### src/rtl/channel_reduce_n.sv
// channel_reduce_n: pulls `count` words from an input channel, folds them with sum/max/min/xor
// and offers the result on an output channel. Define CHANNEL_REDUCE_N_SAT_EN for saturating sum + `overflow`.
module channel_reduce_n #(
    parameter int WIDTH      = 32,
    parameter int COUNT_W    = 8,
    parameter bit CONTINUOUS = 1'b1
) (
    input  logic               clk,
    input  logic               rst,
    input  logic [1:0]         mode,
    input  logic [COUNT_W-1:0] count,
    input  logic [WIDTH-1:0]   in_out_data,
    input  logic               in_read_ready,
    input  logic               in_write_ready,
    output logic               in_read_valid,
    output logic [WIDTH-1:0]   in_in_data,
    output logic               in_write_valid,
    output logic               in_rst,
    input  logic               out_write_ready,
    input  logic               out_read_ready,
    input  logic [WIDTH-1:0]   out_out_data,
    output logic [WIDTH-1:0]   out_in_data,
    output logic               out_write_valid,
    output logic               out_read_valid,
    output logic               out_rst,
    output logic               busy,
`ifdef CHANNEL_REDUCE_N_SAT_EN
    output logic               overflow,
`endif
    output logic               valid
);

    typedef enum logic [1:0] {IDLE, READ, WRITE, DONE} state_t;

    state_t             state, state_next;
    logic [WIDTH-1:0]   acc, fold;
    logic [WIDTH:0]     sum;
    logic [COUNT_W-1:0] idx, count_q;
    logic [1:0]         mode_q;
    logic               valid_q;
    logic               last;
    logic               unused_ok;
`ifdef CHANNEL_REDUCE_N_SAT_EN
    logic               sat_hit;
`endif

    assign unused_ok = ^{in_write_ready, out_read_ready, out_out_data};
    assign last      = ({1'b0, idx} + 1'b1) == {1'b0, count_q};

    always_comb begin
        // NOTE: every signal written here gets a default first, so no path can infer a latch.
        state_next = state;
        case (state)
            IDLE:    state_next = (count == '0) ? WRITE : READ;
            READ:    if (in_read_ready && last) state_next = WRITE;
            WRITE:   if (out_write_ready) state_next = CONTINUOUS ? IDLE : DONE;
            DONE:    state_next = DONE;
            default: state_next = IDLE;
        endcase
    end

    // One fold step of the latched operator; sum carries an extra bit to detect wrap.
    always_comb begin
        sum  = {1'b0, acc} + {1'b0, in_out_data};
        fold = sum[WIDTH-1:0];
`ifdef CHANNEL_REDUCE_N_SAT_EN
        sat_hit = 1'b0;
`endif
        case (mode_q)
            2'd0: begin
`ifdef CHANNEL_REDUCE_N_SAT_EN
                if (sum[WIDTH]) begin
                    fold    = '1;
                    sat_hit = 1'b1;
                end
`endif
            end
            2'd1:    fold = (in_out_data > acc) ? in_out_data : acc;
            2'd2:    fold = (in_out_data < acc) ? in_out_data : acc;
            default: fold = acc ^ in_out_data;
        endcase
    end

    always_ff @(posedge clk) begin
        // NOTE: state is updated with non-blocking assignments so every register samples pre-edge values.
        if (rst) begin
            state   <= IDLE;
            acc     <= '0;
            idx     <= '0;
            count_q <= '0;
            mode_q  <= '0;
            valid_q <= 1'b0;
`ifdef CHANNEL_REDUCE_N_SAT_EN
            overflow <= 1'b0;
`endif
        end else begin
            state   <= state_next;
            valid_q <= (state == WRITE) && out_write_ready;
            case (state)
                IDLE: begin
                    mode_q  <= mode;
                    count_q <= count;
                    acc     <= (mode == 2'd2) ? '1 : '0;
                    idx     <= '0;
`ifdef CHANNEL_REDUCE_N_SAT_EN
                    overflow <= 1'b0;
`endif
                end
                READ: begin
                    if (in_read_ready) begin
                        acc <= fold;
                        idx <= idx + 1'b1;
`ifdef CHANNEL_REDUCE_N_SAT_EN
                        if (sat_hit) overflow <= 1'b1;
`endif
                    end
                end
                default: ;
            endcase
        end
    end

    // All handshake outputs decode registered state only; ready inputs never reach an output.
    assign in_read_valid   = (state == READ);
    assign out_write_valid = (state == WRITE);
    assign busy            = (state == READ) || (state == WRITE);
    assign out_in_data     = acc;
    assign valid           = CONTINUOUS ? valid_q : (state == DONE);

    assign in_in_data      = '0;
    assign in_write_valid  = 1'b0;
    assign in_rst          = 1'b0;
    assign out_read_valid  = 1'b0;
    assign out_rst         = 1'b0;

endmodule

### config.mk
export PLATFORM = sky130hd
export DESIGN_NAME = channel_reduce_n
export DESIGN_NICKNAME = d
export VERILOG_FILES = /design/src/rtl/channel_reduce_n.sv
export SDC_FILE = /design/constraint.sdc
export NUM_CORES = 1
export LEC_CHECK = 0
export BUFFER_PORTS_ARGS = -buffer_cell sky130_fd_sc_hd__buf_2
export CORE_MARGIN = 2
export CORE_UTILIZATION = 55
export CTS_CLUSTER_SIZE = 8
export DETAILED_ROUTE_END_ITERATION = 8
export PLACE_DENSITY = 0.82
export REMOVE_ABC_BUFFERS = 1
export SKIP_LAST_GASP = 1
export SYNTH_ARGS = -nofsm -noshare
export SYNTH_HDL_FRONTEND = slang
export SYNTH_SLANG_ARGS = --single-unit
### constraint.sdc
create_clock -name clk -period 4 [get_ports clk]
set_input_delay 1.2 -clock clk [delete_from_list [all_inputs] [get_ports clk]]
set_output_delay 1.2 -clock clk [all_outputs]
set_load 0.02 [all_outputs]
==> flow_summary.yaml <==
worst_setup_path:
  worst_setup_path_start_kind: "input port"
  required_ps: 4290
  reg2reg_to: "out_in_data[30]"
  rr_worst_depth: 12
  endpoint_kind: "register"
  reg2reg_slack_ps: 780
  crit_type: "input port to register"
  cp_data_arrival_time_ps: 4020
  r2r-start: "out_in_data[0]"
  crit_fanout: 3
pwr:
  swShare_pct: 53.3
  comb_power_share_pct: 73.1
  switchingPower_mw: 2.47
  p_int_mw: 2.17
  ir_drop_uv: 338
  p_leak_nw: 3.02
  p_per_area_nw_per_um2: 702
  p_seq_share_pct: 19.1
  total_power_mw: 4.64
  p_clk_share_pct: 7.8
global_route:
  grt_usage_pct: 27.5
  gr-usage-met3_pct: 5.50
  grt_max_degree: 44
  grt_pass1_wl_mm: 25.9
  grt_overflow: 0
  use_met2_pct: 45.1
  grt_pass1_vias: 5397
  grt_most_used_layer: "met2"
  antenna_found_initial: 0
  grtUsageMet1_pct: 35.1
worst_hold_path:
  hp-class: "register to register"
  min_delay_path_depth: 2
  min_to: "out_in_data[25]"
  hold_path_startpoint: "out_in_data[25]"
clocking:
  post_cts_buffers: 0
  root_buffer: "clkbuf_8"
  clk_latency_ps: 350
  clockBufferDepth: 2
  cts_buffers: 5
  cts_tree: "done"
  clock_sinks: 53
  cts_hold_buf: 0
  cts_repair_resize_count: 0
  cts_htree_levels: 2
  cts.clk_slew.worst_paths_ps: 120
final_layout:
  num_antenna_cells: 0
  fill_cells: 1047
  drive_gt1_share_pct: 18.7
  syn2layout_area_growth_pct: 9.71
  nets: 1022
place:
  pre_cts_ws_ps: -91.0
  dp_hpwl_mm: 11.8
  io_buffers: 81
  finalWeightedCongestion: 0.976
synth:
  synth_edf_count: 0
  ys.warnings.count: 0
  synth_flop_cell: "dfxtp_1"
  syn_area_per_cell_um2: 7.60
  netlist.area_leader.share_pct: 17.6
  syn-cell-area_um2: 6030
  yosys-top-cells-area: "dfxtp_1 (18%), ha_1 (15%), a21oi_1 (5.7%), buf_4 (5.5%), nor2_1 (4.8%)"
  synth_cells: 794
  synth_top_area_cell: "dfxtp_1"
  async_flop_share_pct: 0
  synth_seq_area_share_pct: 17.6
  yosys.cell_types.count: 85
  ys_seq_elements: 53
die:
  die_y_um: 109
  dieArea_um2: 11800
  io_pins: 152
  core_um2: 10700
  initial_core_util_pct: 56.1
  rows: 38
  fp.dieW_um: 109
sta:
  rsz0062_at_grt: "no"
  fin_crit_sh_pct: 93.4
  hold_violations: 0
  fmax_mhz: 268
  setup_violations: 0
  skew_ps: 10.3
  timing.final.ws_setup_ps: 266
  slew_violations: 0
  min_period_ps: 3730
  worst_slew_pin_slew_ps: 1110
  slew_headroom_pct: 25.8
detailed_routing:
  firstDrtPassIters: 5
  ant_nets: 0
  via_per_inst: 5.92
  drc: 0
  wl_per_cell_um: 16.0
  routed_wl_mm: 16.2
  via_count: 5984
  drt_iter0_markers: 322
flow_run:
  drv_cap: 0
status:
  status: "complete, no violations"
[area by class of cell]
type / count / area, um2 / share of cell area [%]
Clock inverter: 3 / 28.8 / 0.435
Clock buffer: 5 / 68.8 / 1.04
Tap cell: 140 / 175 / 2.65
Timing Repair Buffer: 123 / 733 / 11.1
Sequential cell: 53 / 1060 / 16.0
Inverter: 67 / 251 / 3.80
Multi-Input combinational cell: 619 / 4300 / 65.0
[placed cells by master (no fill, tap or decap), types with 7 or more instances in the layout]
| master | count |
|---|---|
| nor2b_1 | 9 |
| mux2i_1 | 28 |
| a21oi_1 | 69 |
| nor2_1 | 77 |
| xnor2_1 | 7 |
| a311oi_1 | 8 |
| buf_2 | 81 |
| o21bai_1 | 8 |
| nand2_1 | 61 |
| nor3_1 | 14 |
| ha_1 | 72 |
| o221ai_1 | 7 |
| dfxtp_1 | 53 |
| nand3_1 | 14 |
| o211ai_1 | 10 |
| a22o_1 | 11 |
| buf_4 | 41 |
| inv_1 | 65 |
| o21ai_0 | 34 |
| o31ai_1 | 11 |
| nand4_1 | 8 |
| conb_1 | 36 |
[per-stage QoR]
step	utilization [%]	std cells	hold slack, ps	cell area [um2]	TNS [ps]
final	61.6	1010	488	6620	0
after global routing	61.6	1010	538	6620	0
after CTS	61.6	1010	496	6620	0
after detailed placement	60.7	1002	479	6520	-197
after global placement	60.7	1002	476	6520	-61.8
after floorplan	-	739	473	5610	-54.3
[worst max-delay path, cell delays in order]
cell and delay (ps):
buf_2 90, ha_1 160, inv_1 50, fa_1 390
nor3_2 300, o31ai_4 100, a2111oi_4 390, a211oi_4 140
o21ai_2 190, a41oi_2 180, o31ai_1 340, mux2_1 360
o21ai_1 130
[metal layers]
metal | part of all wire (%) | wire length (um)
met1 | 43 | 6980
met2 | 46 | 7420
met3 | 7.9 | 1280
met4 | 3.1 | 508
met5 | 0 | 0
[flip-flops by register name, summed over array words and instances (netlist names)]
name	count
mode_q	2
idx	8
out_in_data	32
state	2
count_q	8
valid	1
[power groups by stage]
stage,logic [mW],registers (mW),clock network [mW]
CTS,3.34,0.888,0.374
floorplan,2.18,1.04,0
global placement,3.28,0.893,0
global route,3.72,0.916,0.394
detailed placement,3.33,0.899,0
finish,3.39,0.888,0.362
[synthesized netlist by cell type, types with 4 or more instances]
library cell,instances
or3_1,5
o221ai_1,7
and3_1,5
ha_1,72
o21ai_1,6
a22oi_1,4
a32oi_1,5
a22o_1,11
a21oi_1,69
nor3_1,14
buf_2,14
o21bai_1,8
nand3_1,14
clkbuf_1,25
o31a_1,4
nor4_1,6
mux2_2,4
a211oi_1,6
a221oi_1,6
nand4_1,8
o211ai_1,10
buf_4,44
xnor2_1,7
o31ai_1,11
nand2_1,61
dfxtp_1,53
a32o_1,6
inv_1,65
a311oi_1,8
nor2_1,77
mux2i_1,28
nand2b_1,5
buf_6,4
nor2b_1,9
o21ai_0,34
a31oi_1,6
[logic make-up (layout without fill, tap and decap cells)]
group	Yosys count	after routing	share of synthesized area, %
compound gates	239	239	28.6
xor+xnor	9	9	1.31
fa+ha+maj	73	73	15.3
buf+inv	157	198	13.3
flops	53	53	17.6
mux	33	33	5.58
other cells	1	36	0.0622
simple gates	229	229	18.2
[worst max path at each step]
stage                   start         endpoint  slack (ps)
2_1_floorplan  in_out_data[7]  out_in_data[28]         -50
5_1_grt        in_out_data[0]  out_in_data[16]         140
3_3_place_gp   in_out_data[0]  out_in_data[16]         -30
6_report       in_out_data[0]  out_in_data[30]         270
3_5_place_dp   in_out_data[0]  out_in_data[26]         -90
4_1_cts        in_out_data[0]  out_in_data[26]         270
No activity file was read; power rests on OpenSTA's default activity.
